`src/rtl/conv_frame_ctrl.sv`:
```
// conv_frame_ctrl
// Frame sequencer for a rate-1/2 convolutional encoder datapath. It accepts a
// parallel frame and serialises it MSB first into the encoder. It then appends
// TAIL_LEN zero bits so the encoder finishes in the all-zero state. Every
// encoder symbol is packed into one codeword, which is offered downstream.
//
// Ports:
//   i_clk, i_rst          clock (rising edge), asynchronous active-high reset
//   i_frame_valid/i_frame upstream frame offer; bit FRAME_LEN-1 is sent first
//   o_frame_ready         high only in IDLE
//   o_enc_start/o_enc_data registered drive of the encoder's i_start/i_data
//   i_enc_valid/i_enc_data encoder output symbol stream
//   o_code_valid/o_code   packed codeword (first symbol in the MSBs)
//   i_code_ready          downstream accept
//   o_busy                high in every state except IDLE
module conv_frame_ctrl #(
  parameter int unsigned FRAME_LEN = 8,
  parameter int unsigned TAIL_LEN  = 2,
  parameter int unsigned SIZE_OUT  = 2,
  parameter int unsigned CODE_W    = SIZE_OUT * (FRAME_LEN + TAIL_LEN)
) (
  input  logic                 i_clk,
  input  logic                 i_rst,
  input  logic                 i_frame_valid,
  input  logic [FRAME_LEN-1:0] i_frame,
  output logic                 o_frame_ready,
  output logic                 o_enc_start,
  output logic                 o_enc_data,
  input  logic                 i_enc_valid,
  input  logic [SIZE_OUT-1:0]  i_enc_data,
  output logic                 o_code_valid,
  output logic [CODE_W-1:0]    o_code,
  input  logic                 i_code_ready,
  output logic                 o_busy
);

  localparam int unsigned N_SYM = FRAME_LEN + TAIL_LEN;
  localparam int unsigned CNT_W = $clog2(N_SYM + 1);

  typedef enum logic [2:0] {
    IDLE,
    SEND_DATA,
    SEND_TAIL,
    DRAIN,
    DONE
  } state_t;

  state_t               state_q, state_d;
  logic [CNT_W-1:0]     bit_cnt_q, bit_cnt_d;
  logic [CNT_W-1:0]     sym_cnt_q, sym_cnt_d;
  logic [FRAME_LEN-1:0] shreg_q, shreg_d;
  logic [CODE_W-1:0]    code_q, code_d;
  logic                 enc_start_q, enc_start_d;
  logic                 enc_data_q, enc_data_d;
  logic                 code_valid_q, code_valid_d;
  logic                 busy_q, busy_d;
  logic                 capture_en;

  // Symbols are only collected while a frame is in flight and until the
  // expected count is reached; late or stray pulses are dropped.
  always_comb begin
    capture_en = i_enc_valid
                 && ((state_q == SEND_DATA) || (state_q == SEND_TAIL) || (state_q == DRAIN))
                 && (sym_cnt_q < CNT_W'(N_SYM));
  end

  always_comb begin
    state_d   = state_q;
    bit_cnt_d = bit_cnt_q;
    sym_cnt_d = sym_cnt_q;
    shreg_d   = shreg_q;
    code_d    = code_q;

    if (capture_en) begin
      code_d    = (code_q << SIZE_OUT) | CODE_W'(i_enc_data);
      sym_cnt_d = sym_cnt_q + CNT_W'(1);
    end

    unique case (state_q)
      IDLE: begin
        if (i_frame_valid) begin
          shreg_d   = i_frame;
          bit_cnt_d = '0;
          sym_cnt_d = '0;
          state_d   = SEND_DATA;
        end
      end
      SEND_DATA: begin
        shreg_d = shreg_q << 1;
        if (bit_cnt_q == CNT_W'(FRAME_LEN - 1)) begin
          bit_cnt_d = '0;
          state_d   = (TAIL_LEN == 0) ? DRAIN : SEND_TAIL;
        end else begin
          bit_cnt_d = bit_cnt_q + CNT_W'(1);
        end
      end
      SEND_TAIL: begin
        if (bit_cnt_q == CNT_W'(TAIL_LEN - 1)) begin
          bit_cnt_d = '0;
          state_d   = DRAIN;
        end else begin
          bit_cnt_d = bit_cnt_q + CNT_W'(1);
        end
      end
      DRAIN: begin
        // Uses the post-capture count so the final symbol's edge also exits.
        if (sym_cnt_d == CNT_W'(N_SYM)) begin
          state_d = DONE;
        end
      end
      DONE: begin
        if (i_code_ready) begin
          state_d = IDLE;
        end
      end
      default: state_d = IDLE;
    endcase

    // Outputs are registered from the next state, so the state register and
    // the encoder drive always describe the same cycle.
    enc_start_d  = (state_d == SEND_DATA) || (state_d == SEND_TAIL);
    enc_data_d   = (state_d == SEND_DATA) && shreg_d[FRAME_LEN-1];
    code_valid_d = (state_d == DONE);
    busy_d       = (state_d != IDLE);
  end

  always_ff @(posedge i_clk or posedge i_rst) begin
    if (i_rst) begin
      state_q      <= IDLE;
      bit_cnt_q    <= '0;
      sym_cnt_q    <= '0;
      shreg_q      <= '0;
      code_q       <= '0;
      enc_start_q  <= 1'b0;
      enc_data_q   <= 1'b0;
      code_valid_q <= 1'b0;
      busy_q       <= 1'b0;
    end else begin
      state_q      <= state_d;
      bit_cnt_q    <= bit_cnt_d;
      sym_cnt_q    <= sym_cnt_d;
      shreg_q      <= shreg_d;
      code_q       <= code_d;
      enc_start_q  <= enc_start_d;
      enc_data_q   <= enc_data_d;
      code_valid_q <= code_valid_d;
      busy_q       <= busy_d;
    end
  end

  assign o_frame_ready = (state_q == IDLE);
  assign o_enc_start   = enc_start_q;
  assign o_enc_data    = enc_data_q;
  assign o_code_valid  = code_valid_q;
  assign o_code        = code_q;
  assign o_busy        = busy_q;

endmodule

```
`config.mk`:
```
export PLATFORM = sky130hd
export DESIGN_NAME = conv_frame_ctrl
export DESIGN_NICKNAME = d
export VERILOG_FILES = /design/src/rtl/conv_frame_ctrl.sv
export SDC_FILE = /design/constraint.sdc
export NUM_CORES = 1
export LEC_CHECK = 0
export BUFFER_PORTS_ARGS = -buffer_cell sky130_fd_sc_hd__buf_2
export CORE_MARGIN = 2
export CORE_UTILIZATION = 40
export DETAILED_ROUTE_END_ITERATION = 12
export MAX_ROUTING_LAYER = met4
export PLACE_DENSITY_LB_ADDON = 0.3
export RECOVER_POWER = 100
export SLEW_MARGIN = 20
export SYNTH_ARGS = -nofsm -noshare
export SYNTH_HDL_FRONTEND = slang
export SYNTH_SLANG_ARGS = --single-unit
```
`constraint.sdc`:
```
create_clock -name i_clk -period 2.35 [get_ports i_clk]
set_input_delay 0.47 -clock i_clk [delete_from_list [all_inputs] [get_ports i_clk]]
set_output_delay 0.47 -clock i_clk [all_outputs]
set_load 0.01 [all_outputs]
```
==> flow_summary.yaml <==
drt:
  via_count: 1371
  firstDrtPassIters: 4
  routed_via_density: 4.967
  postRouteWirelength_mm: 3.487
  drc: 0
  ant_nets: 0
  wl_per_cell_um: 12.63
  first_iter_violations: 71
clocking:
  clockBufferDepth: 2
  cts_root_buf: "clkbuf_8"
  ctsResizeCount: 0
  cts.sinks: 43
  hold_buffers: 0
  clk_latency_ns: 0.30
  cts_setup_buffers: 0
  htreeDepth: 2
  cts_buffers: 5
  cts.clk_slew.worst_paths_ns: 0.08
  cts_tree: "built"
finish:
  postLayoutCoreUtil_pct: 48.16
  layout.nets: 226
  fill_cells: 460
  regArea_um2: 1076
  num_antenna_cells: 0
  drive_gt1_share_pct: 19.14
  area_delta_synth_final_pct: 15.87
  multi_input_area_um2: 785.8
global_routing:
  grt_overflow_total: 0
  track_usage_pct: 14.96
  grt_max_degree: 44
  antenna_found_initial: 0
  grt_pass1_vias: 1313
  grt_pass1_wl_mm: 6.099
floorplanning:
  initial_utilization_pct: 41.56
  io_pins: 40
  die_area_um2: 5484
  core_um2: 4723
  fp-row-count: 25
  die_y_um: 74.06
  fp.dieW_um: 74.06
synth:
  ys_seq_area_share_pct: 54.81
  yosys.area.top_type: "dfrtp_1"
  syn_inst: 165
  ys.flop_type: "dfrtp_1"
  synth_common_cells: "43 x dfrtp_1, 19 x nand2_1, 11 x nor2_1"
  netlist_area_um2: 1963
  syn_avg_cell_area_um2: 11.90
  yosysMostFrequentCell: "dfrtp_1"
  ys_seq_elements: 43
  synth.area.top_cells: "dfrtp_1 55%, mux2_1 5.7%, mux2_2 5.7%, nand2_1 3.6%, a22oi_1 2.3%"
  synthArstFlopShare_pct: 100.0
  synth_edf_count: 0
  synth_nets: 183
  yosys_warnings: 0
  synth.top_cell.area_share_pct: 54.81
  synth_cell_type_count: 43
power:
  power_leakage_nw: 1.037
  pwr-share-seq_pct: 44.1
  power.density_nw_per_um2: 1363
  switching_share_pct: 36.86
  combPwrFrac_pct: 36.5
  irDropWorstVdd_uv: 616.6
  p_sw_mw: 1.143
  power_frac_clock_pct: 19.5
  p_int_mw: 1.958
place:
  place_congestion: 0.7670
  numPortBuffers: 39
  dpl.hpwl_mm: 2.470
critical_path:
  path_depth: 6
  cp_num_buf_inv: 0
  path_cells: "ha_1 -> nand4bb_1 -> o32a_2 -> nor2_1 -> o22ai_1 -> or3_1"
  startpoint_type: "flip-flop"
  cp_data_arrival_time_ns: 2.25
  critical-path-top-delay-family: "simple AND/OR/NAND/NOR gates"
  ff2ff_path_depth: 6
  critical_path_class: "flip-flop to flip-flop"
  max_stage_delay_ns: 0.45
  cp_slowest_cell: "dfrtp_1"
  crit_path_end_kind: "flip-flop"
  required_ns: 2.53
  crit_fanout: 8
sta:
  drv_slew: 0
  period_needed_ns: 2.067
  relSlewSlack_pct: 30.13
  fmax_mhz: 483.9
  fin_crit_sh_pct: 87.94
  skew_ns: 0.005994
  tightest_slew_ns: 1.048
  finalHoldViolCount: 0
  setup_violations: 0
  tns_ns: 0
  rsz0062_at_grt: "false"
outcome:
  status: "finished clean"
min_path:
  min_path_cells: 3
  hp-class: "primary input to flip-flop"
flow_run:
  maxCapViolCount: 0
[cell usage in the layout (no fill, tap or decap), drive strengths merged, types with 3 or more instances in the layout]
cell type and n:
a22oi 6, dfrtp 43, o21ai 6, buf 15, nor2 15, clkbuf 34
o21bai 3, inv 7, mux2 20, ha 3, xor2 3, nand2b 4
nand2 19, nor3 4
[power by group through the flow]
stage / clock network (mW) / registers, mW / logic [mW]
finish: 0.604 / 1.37 / 1.13
global route: 0.660 / 1.43 / 1.28
CTS: 0.629 / 1.37 / 1.26
detailed placement: 0 / 1.38 / 1.26
global placement: 0 / 1.37 / 1.24
floorplan: 0 / 1.39 / 0.866
[cell families (layout without fill, tap and decap cells)]
group / Yosys count / count (layout) / synth area share [%]
buf+inv: 13 / 57 / 3.378
flops: 43 / 43 / 54.81
compound gates: 28 / 28 / 11.54
xor+xnor: 4 / 4 / 1.785
mux: 21 / 21 / 11.98
fa+ha+maj: 3 / 3 / 1.912
simple gates: 53 / 53 / 14.60
[final timing paths]
kind | from | to | slack (ns)
worst max-delay path | sym_cnt_q[1] | o_busy | 0.28
worst min-delay path | i_frame[0] | shreg_q[0] | 0.38
worst max register to register | sym_cnt_q[1] | o_busy | 0.28
worst min register to register | shreg_q[6] | shreg_q[6] | 0.48
max in group asynchronous | i_rst | shreg_q[0] | 1.21
min in group asynchronous | i_rst | o_code[6] | 0.49
[per-layer routing]
| metal | track usage [%] | wire, um | up-vias |
|---|---|---|---|
| met3 | 4.472 | 205 | 7 |
| met2 | 21.83 | 1540 | 45 |
| met4 | 5.455 | 50 | 0 |
| met5 | - | 0 | - |
| li1 | - | - | 668 |
| met1 | 19.76 | 1690 | 651 |
[final cells by class]
class                           count  area share [%]
Tap cell                           67           3.685
Clock buffer                        6           3.630
Clock inverter                      2           1.705
Timing Repair Buffer               43           8.141
Inverter                            6          0.9901
Multi-Input combinational cell    109           34.54
Sequential cell                    43           47.30
[registers in the layout, summed over array words and instances (netlist names)]
name / cells
shreg_q: 8
o_code: 20
o_busy: 1
o_enc_data: 1
o_code_valid: 1
sym_cnt_q: 4
state_q: 3
bit_cnt_q: 4
o_enc_start: 1
[tightest hold or removal path, stage by stage]
cell and delay [ns]:
buf_2 0.08, nand2_1 0.03, o21ai_0 0.06
[metrics by stage]
step           setup slack (ns)  cell area (um2)  hold slack [ns]  total power, mW  cells
2_1_floorplan            0.4966             1963           0.4381            2.258    165
3_3_place_gp             0.4426             2228           0.4606            2.612    268
3_5_place_dp             0.4109             2228           0.4672            2.636    268
4_1_cts                  0.3794             2350           0.3119            3.259    276
5_1_grt                  0.1505             2275           0.3866            3.374    276
6_report                 0.2834             2275           0.3804            3.101    276
No activity file was read; power rests on OpenSTA's default activity.
